[src/rtl/vend_pkg.sv]
// ============================================================================
// Module      : vend_pkg
// Description : Shared types and constants for the parametrised vending FSM.
// Revision    : 1.0 - initial release
// ============================================================================
`default_nettype none

package vend_pkg;

  typedef enum logic [2:0] {
    ST_IDLE    = 3'd0,
    ST_COLLECT = 3'd1,
    ST_VEND    = 3'd2,
    ST_CHANGE  = 3'd3,
    ST_REFUND  = 3'd4
  } vend_state_t;

  localparam int UNIT_FIVE      = 1;
  localparam int UNIT_TEN       = 2;
  localparam int MAX_COIN_UNITS = UNIT_FIVE + UNIT_TEN;

  // Worst-case credit is one unit short of the price plus a five+ten pair.
  function automatic bit credit_width_ok(input int credit_w, input int max_price);
    return (max_price + MAX_COIN_UNITS - 1) < (1 << credit_w);
  endfunction

endpackage

`default_nettype wire

[src/rtl/vend_price_lut.sv]
// ============================================================================
// Module      : vend_price_lut
// Description : One-hot item decode with validity flag, and index-to-price table.
// Revision    : 1.0 - initial release
// ============================================================================
`default_nettype none

module vend_price_lut #(
  parameter int NUM_ITEMS = 4,
  parameter int CREDIT_W  = 4,
  parameter int IDX_W     = 2,
  parameter logic [NUM_ITEMS*CREDIT_W-1:0] PRICES = {4'd6, 4'd5, 4'd4, 4'd3}
) (
  input  logic [NUM_ITEMS-1:0] item_sel,
  input  logic [IDX_W-1:0]     price_idx,
  output logic [IDX_W-1:0]     sel_idx,
  output logic                 sel_valid,
  output logic [CREDIT_W-1:0]  price
);

  logic w_seen;
  logic w_multi;

  always_comb begin
    w_seen  = 1'b0;
    w_multi = 1'b0;
    sel_idx = '0;
    for (int i = 0; i < NUM_ITEMS; i++) begin
      if (item_sel[i]) begin
        if (w_seen) w_multi = 1'b1;
        w_seen  = 1'b1;
        sel_idx = IDX_W'(i);
      end
    end
    sel_valid = w_seen & ~w_multi;
  end

  always_comb begin
    price = '0;
    for (int i = 0; i < NUM_ITEMS; i++) begin
      if (price_idx == IDX_W'(i)) price = PRICES[i*CREDIT_W +: CREDIT_W];
    end
  end

endmodule

`default_nettype wire

[src/rtl/vending_machine_param.sv]
// ============================================================================
// Module      : vending_machine_param
// Description : Multi-item vending FSM with shared credit, change, refund and
//               coin rejection. Optional COLLECT inactivity timeout when the
//               macro VEND_TIMEOUT_EN is defined.
// Revision    : 1.0 - initial release
// ============================================================================
`default_nettype none

module vending_machine_param
  import vend_pkg::*;
#(
  parameter int NUM_ITEMS      = 4,
  parameter int CREDIT_W       = 4,
  parameter logic [NUM_ITEMS*CREDIT_W-1:0] PRICES = {4'd6, 4'd5, 4'd4, 4'd3},
  parameter int TIMEOUT_CYCLES = 1024,
  localparam int IDX_W         = (NUM_ITEMS > 1) ? $clog2(NUM_ITEMS) : 1
) (
  input  logic                 clock,
  input  logic                 reset,
  input  logic [NUM_ITEMS-1:0] item_sel,
  input  logic                 five_in,
  input  logic                 ten_in,
  input  logic                 cancel,
  output logic                 dispense,
  output logic [IDX_W-1:0]     dispense_idx,
  output logic                 five_out,
  output logic                 coin_reject,
  output logic [CREDIT_W-1:0]  credit,
  output logic                 busy
);

  function automatic int max_price();
    int m;
    m = 0;
    for (int i = 0; i < NUM_ITEMS; i++) begin
      if (int'(PRICES[i*CREDIT_W +: CREDIT_W]) > m) m = int'(PRICES[i*CREDIT_W +: CREDIT_W]);
    end
    return m;
  endfunction

  localparam int c_max_price = max_price();

  if (!credit_width_ok(CREDIT_W, c_max_price)) begin : g_width_check
    $error("CREDIT_W too narrow for max(PRICES)+2");
  end
  if (TIMEOUT_CYCLES < 2) begin : g_timeout_check
    $error("TIMEOUT_CYCLES must be at least 2");
  end

  vend_state_t         r_state;
  logic [CREDIT_W-1:0] r_credit;
  logic [IDX_W-1:0]    r_item_idx;
  logic                r_coin_reject;

  logic [IDX_W-1:0]    w_sel_idx;
  logic                w_sel_valid;
  logic [IDX_W-1:0]    w_price_idx;
  logic [CREDIT_W-1:0] w_price;
  logic [CREDIT_W-1:0] w_coin_units;
  logic [CREDIT_W-1:0] w_sum;
  logic                w_coin;
  logic                w_timeout;

  assign w_coin       = five_in | ten_in;
  assign w_coin_units = (five_in ? CREDIT_W'(UNIT_FIVE) : '0) + (ten_in ? CREDIT_W'(UNIT_TEN) : '0);
  // Credit is zero in IDLE, so one adder serves both the first coin and later ones.
  assign w_sum        = r_credit + w_coin_units;
  assign w_price_idx  = (r_state == ST_IDLE) ? w_sel_idx : r_item_idx;

  vend_price_lut #(
    .NUM_ITEMS (NUM_ITEMS),
    .CREDIT_W  (CREDIT_W),
    .IDX_W     (IDX_W),
    .PRICES    (PRICES)
  ) u_price_lut (
    .item_sel  (item_sel),
    .price_idx (w_price_idx),
    .sel_idx   (w_sel_idx),
    .sel_valid (w_sel_valid),
    .price     (w_price)
  );

`ifdef VEND_TIMEOUT_EN
  localparam int c_tmo_w = $clog2(TIMEOUT_CYCLES);
  logic [c_tmo_w-1:0] r_idle_cnt;

  always_ff @(posedge clock or posedge reset) begin
    if (reset)                                r_idle_cnt <= '0;
    else if (r_state != ST_COLLECT || w_coin) r_idle_cnt <= '0;
    else                                      r_idle_cnt <= r_idle_cnt + 1'b1;
  end

  assign w_timeout = (r_state == ST_COLLECT) && !w_coin &&
                     (r_idle_cnt == c_tmo_w'(TIMEOUT_CYCLES - 1));
`else
  assign w_timeout = 1'b0;
`endif

  always_ff @(posedge clock or posedge reset) begin
    if (reset) begin
      r_state       <= ST_IDLE;
      r_credit      <= '0;
      r_item_idx    <= '0;
      r_coin_reject <= 1'b0;
    end else begin
      r_coin_reject <= 1'b0;
      case (r_state)
        ST_IDLE: begin
          if (w_coin) begin
            if (w_sel_valid) begin
              r_item_idx <= w_sel_idx;
              if (w_sum >= w_price) begin
                r_state  <= ST_VEND;
                r_credit <= w_sum - w_price;
              end else begin
                r_state  <= ST_COLLECT;
                r_credit <= w_sum;
              end
            end else begin
              r_coin_reject <= 1'b1;
            end
          end
        end
        ST_COLLECT: begin
          // A completing purchase takes priority over cancel or timeout.
          if (w_sum >= w_price) begin
            r_state  <= ST_VEND;
            r_credit <= w_sum - w_price;
          end else begin
            r_credit <= w_sum;
            if (cancel || w_timeout) r_state <= ST_REFUND;
          end
        end
        ST_VEND: begin
          r_coin_reject <= w_coin;
          r_state       <= (r_credit != '0) ? ST_CHANGE : ST_IDLE;
        end
        ST_CHANGE, ST_REFUND: begin
          r_coin_reject <= w_coin;
          r_credit      <= r_credit - 1'b1;
          if (r_credit == CREDIT_W'(1)) r_state <= ST_IDLE;
        end
        default: begin
          r_state  <= ST_IDLE;
          r_credit <= '0;
        end
      endcase
    end
  end

  assign dispense     = (r_state == ST_VEND);
  assign dispense_idx = r_item_idx;
  assign five_out     = (r_state == ST_CHANGE) || (r_state == ST_REFUND);
  assign coin_reject  = r_coin_reject;
  assign credit       = r_credit;
  assign busy         = (r_state != ST_IDLE);

endmodule

`default_nettype wire

[config.mk]
export PLATFORM = sky130hd
export DESIGN_NAME = vending_machine_param
export DESIGN_NICKNAME = d
export VERILOG_FILES = /design/src/rtl/vend_pkg.sv /design/src/rtl/vend_price_lut.sv /design/src/rtl/vending_machine_param.sv
export SDC_FILE = /design/constraint.sdc
export NUM_CORES = 1
export LEC_CHECK = 0
export CAP_MARGIN = 20
export CORE_ASPECT_RATIO = 1.25
export CORE_MARGIN = 8
export CORE_UTILIZATION = 56
export DETAILED_ROUTE_END_ITERATION = 16
export GPL_ROUTABILITY_DRIVEN = 0
export PLACE_DENSITY = 0.84
export RECOVER_POWER = 50
export SLEW_MARGIN = 20
export SYNTH_ARGS = -nofsm -noshare
export SYNTH_HDL_FRONTEND = slang
export SYNTH_SLANG_ARGS = --single-unit
[constraint.sdc]
create_clock -name clock -period 5.6 [get_ports clock]
set_input_delay 1.12 -clock clock [delete_from_list [all_inputs] [get_ports clock]]
set_output_delay 1.12 -clock clock [all_outputs]
set_load 0.02 [all_outputs]
### Word-level counts from Yosys, hierarchy flattened

Index checks and enable logic that the tools add are counted.

* output and inout port bits: 10
* logic and storage cells: 70
* input port bits: 9
* register bits: 10

* add/sub/neg operators: 4
* reductions and logical operators: 10
* $lt $le $gt $ge: 1
* bitwise operators: 4
* equality and inequality tests: 12
* muxes and demuxes: 35

Operators with widths (number)
* 2-to-1 mux 3 bit: 8
* one-hot mux 4 bit (4 select lines): 1
* 2-to-1 mux 1 bit: 14
* 2-to-1 mux 2 bit: 7
* 2-to-1 mux 4 bit: 3
* one-hot mux 3 bit (4 select lines): 1
* == test 3 x 2 -> 1 bit (second input constant): 2
* AND reduction 3 bit: 2
* adder 4 x 3 -> 4 bit: 1
* == test 2 bit (second input constant): 2
* == test 4 x 1 -> 1 bit (second input constant): 1
* >= comparator 4 bit: 1
* inequality test 2 bit (second input constant): 2
* AND reduction 4 bit: 1
* nonzero test 4 bit: 1
* subtractor 4 x 1 -> 4 bit (second input constant): 1
* subtractor 4 bit: 1
* adder 1 x 2 -> 3 bit: 1
* == test 3 x 1 -> 1 bit (second input constant): 1
* == test 3 bit (second input constant): 1
* zero test 3 bit: 1
* inequality test 3 bit (second input constant): 1
* nonzero test 3 bit: 1
* OR reduction 3 bit: 1
* 9 further kinds: 10

### Logic depth before layout (Yosys ltp)

* depth after elaboration: 14
* gate-level depth with buffers: 13
* gate-level depth less buffers: 12

### Hierarchy

Synthesis repeated with hierarchy kept, for this count alone.

* cell total of the unflattened synthesis: 136
* area total of the unflattened synthesis: 1129.8 µm²

Modules (own cells, without submodules)
* vending_machine_param: cells an instance 117, area an instance 987.2 µm², times used 1
* vend_price_lut: cells an instance 19, area an instance 142.6 µm², times used 1

### Worst setup path after synthesis

OpenSTA, ideal clock, no wires.

* path kind: input to register
* from: input port five_in
* to: register r_credit[1], in the netlist credit[1]
* path slack: 2267 ps
* stages: 10
* path buffers: 0
* data arrival time: 3207 ps
* cells stage by stage: ha_1 -> inv_1 -> fa_1 -> inv_1 -> ha_1 -> a21bo_2 -> a21oi_1 -> nand2_1 -> mux2i_1 -> a221o_1

* cells in the longest elaborated chain, start to end: 8

RTL lines
* start: declaration: RTL line vending_machine_param.sv:22 `input logic five_in,`
* 2-to-1 mux 1 bit: RTL line vending_machine_param.sv:66 `assign w_coin_units = (five_in ? CREDIT_W'(UNIT_FIVE) : '0) + (ten_in ? CREDIT_W'(UNIT_TEN) : '0);`
* adder 1 x 2 -> 3 bit: RTL line vending_machine_param.sv:66
* adder 4 x 3 -> 4 bit: RTL line vending_machine_param.sv:68 `assign w_sum = r_credit + w_coin_units;`
* subtractor 4 bit or >= comparator 4 bit (tied branches)
* 2-to-1 mux 4 bit: RTL line vending_machine_param.sv:113, vending_machine_param.sv:127
* 2-to-1 mux 4 bit: RTL line vending_machine_param.sv:111 `if (w_sel_valid) begin`
* 2-to-1 mux 4 bit: RTL line vending_machine_param.sv:110 `if (w_coin) begin`
* one-hot mux 4 bit (4 select lines): RTL line vending_machine_param.sv:108 `case (r_state)`
* end signal: assignment: RTL line vending_machine_param.sv:115 `r_credit <= w_sum - w_price;`
* end signal: assignment: RTL line vending_machine_param.sv:129 `r_credit <= w_sum - w_price;`
* end signal: assignment: RTL line vending_machine_param.sv:131 `r_credit <= w_sum;`
* end: declaration: RTL line vending_machine_param.sv:52 `logic [CREDIT_W-1:0] r_credit;`

Parallel ways exist; a longest one is shown, timed or not. The select of a mux whose other input is x is not followed.
A chain may end at the register's enable or synchronous reset.

### Worst setup path after layout

Same ends and word-level chain as after synthesis.

==> results_dict.tcl <==
set metrics [dict create \
    yosys.area.top_type "dfrtp_1" \
    seq_area_frac_synth_pct 23.6 \
    drtAntennaViolNets 0 \
    criticalPathCategory "primary input to flop" \
    grt_util_all_layers_pct 15.3 \
    numPortBuffers 18 \
    detail_route.wl_per_cell_um 15.4 \
    grt_pass1_vias 949 \
    skew_ns 0.000388 \
    async_reset_ff_share_pct 100 \
    postCtsSetupRepairBufs 0 \
    crit_path_top_delay_cell "fa_1" \
    synth_edf_count 0 \
    dp_hpwl_um 1970 \
    multi_input_area_um2 701 \
    route.detailed.drc 0 \
    cts_max_path_buffers 2 \
    cp.arrival_ns 3.94 \
    cts_resized 0 \
    synth_xor_area_share_pct 3.31 \
    cts-root-buf "clkbuf_4" \
    area_growth_pct 16.5 \
    numCtsBuffers 3 \
    synthFlopType "dfrtp_1" \
    dieWidth_um 54.9 \
    grt_pass1_wl_um 4250 \
    cp_cell_sequence "clkdlybuf4s50_1 -> ha_1 -> inv_1 -> fa_1 -> inv_1 -> ha_1 -> a21bo_2 -> a21oi_1 -> nand2_1 -> mux2i_1 -> a221o_1" \
    routed_wl_um 2440 \
    period_share_pct 67.8 \
    vias 977 \
    io_pins 19 \
    grt_max_degree 12 \
    required_ns 5.75 \
    critPathMaxStageDelay_ns 0.57 \
    clkSinkCount 10 \
    cp-end-kind "flop" \
    syn-instance-count 125 \
    worstPathBufferInverterCount 3 \
    outcome "completed" \
    setup_ws_ns 1.80 \
    cts_hold_buf 0 \
    drv_cap 0 \
    setup_viol_count_final 0 \
    grt_antenna_before_repair 0 \
    relSlewSlack_pct 68.1 \
    syn-num-nets 145 \
    rows 17 \
    ys_top_cells_by_area "dfrtp_1, ha_1, a21oi_1" \
    vias_per_cell 6.14 \
    max_freq_mhz 263 \
    fin_util_pct 69.9 \
    start_util_pct 60.0 \
    ys_seq_elements 10 \
    worstMarginPinSlew_ns 0.476 \
    clock_latency_ns 0.26 \
    synth_simple_gate_area_share_pct 18.9 \
    drt_iter0_markers 33 \
    synth_compound_area_share_pct 25.5 \
    cp_top_family "adder cells" \
    avgSynthCellArea_um2 8.47 \
    cp_max_fo 5 \
    final_max_slew_viol_count 0 \
    yosys.area_share.adder_pct 14.4 \
    overflow 0 \
    die_h_um 64.6 \
    synth_top_family_by_area "compound AO/OA/AOI/OAI gates" \
    synth_mux_area_share_pct 4.02 \
    layout-drive-gt1-share_pct 7.86 \
    min_path_type "flop to flop" \
    min_period_ns 3.80 \
    yosysWarnings 0 \
    nets 162 \
    pre_cts_ws_ns 1.56 \
    syn-cell-area_mm2 0.00106 \
    core_mm2 0.00177 \
    cts_tree "done" \
    first_pass_iters 4 \
    cp-start-kind "primary input" \
    diodes 0 \
    hold_viol 0 \
    synth_cell_types 41 \
    fillers 138 \
    regArea_um2 250 \
    rsz0062_at_grt "no" \
    htree_num_levels 1 \
    dieArea_mm2 0.00355 \
    synth_top_area_share_pct 23.6 \
    clk_pin_slew_ns 0.06 \
    setup_tns_ns 0 \
]
logic make-up after synthesis:
logic type	count (synthesis)
compound gates	38
simple gates	37
mux	4
flops	10
xor+xnor	4
fa+ha+maj	11
buf+inv	21
path summary, 6_finish.rpt:
path                                              from                          end  slack (ns)  depth (start not counted)
min reg2reg                dispense_idx[1]$_DFFE_PP0P_  dispense_idx[1]$_DFFE_PP0P_        0.60                          2
max reg2reg                      credit[0]$_DFFE_PP0P_        credit[1]$_DFFE_PP0P_        2.62                         10
min in group asynchronous                        reset        coin_reject$_DFF_PP0_        1.27                          2
min                        dispense_idx[1]$_DFFE_PP0P_  dispense_idx[1]$_DFFE_PP0P_        0.60                          2
max                                            five_in        credit[1]$_DFFE_PP0P_        1.80                         11
max in group asynchronous                        reset        credit[1]$_DFFE_PP0P_        4.06                          2
cell type report:
class	count	area share (%)
timing repair buffer	18	14.6
inverter	15	4.56
multi-input combinational	94	56.8
sequential	10	20.3
clock buffer	3	1.83
tap	19	1.93
flip-flops by register name, summed over array words and instances, names as in the netlist:
| register | count |
|---|---|
| dispense_idx | 2 |
| coin_reject | 1 |
| r_state | 3 |
| credit | 4 |
tightest hold or removal path, cell delays in order, from the launching register on:
cell     delay [ns]
dfrtp_1        0.41
o31ai_1        0.08
a21oi_1        0.07
cell usage after synthesis (all sizes together), types with 2 or more instances:
master	n
a21oi	12
a221o	2
buf	6
dfrtp	10
fa	2
ha	9
inv	15
mux2	2
mux2i	2
nand2	9
nor2	13
nor2b	2
nor3	4
nor4b	2
o21ai	8
o2bb2ai	2
o31ai	3
or3	2
xnor2	3
cells in the final DEF (no fill, tap or decap), types with 2 or more instances in the layout:
cell and count:
nor4b_1 2, nor2b_1 2, xnor2_1 3, nor3_1 2, mux2_2 2, or3_1 2, clkdlybuf4s50_1 12, o21ai_0 7
fa_1 2, o31ai_1 3, nor3_4 2, a221o_1 2, inv_1 14, o2bb2ai_1 2, ha_1 9, clkbuf_4 3
a21oi_1 12, nor2_1 13, nand2_1 9, dfrtp_1 10, dlygate4sd3_1 6, mux2i_1 2
per-layer routing:
layer  global-route usage, %  vias up  wire length, um
met5                       0        -                0
met4                    4.63        0               37
met3                    3.42        6              180
met2                    25.7       47             1210
met1                    18.4      450             1010
li1                        -      474                -
stage by stage:
step           cell area [um2]  hold slack (ns)  instances
2_1_floorplan             1060            0.593        125
5_1_grt                   1230            0.659        159
4_1_cts                   1230            0.608        159
3_5_place_dp              1210            0.596        156
6_report                  1230            0.602        159
3_3_place_gp              1210            0.579        156
Power is not shown: default switching activity piles up to over one toggle a cycle in this logic, so the estimate is an artifact.
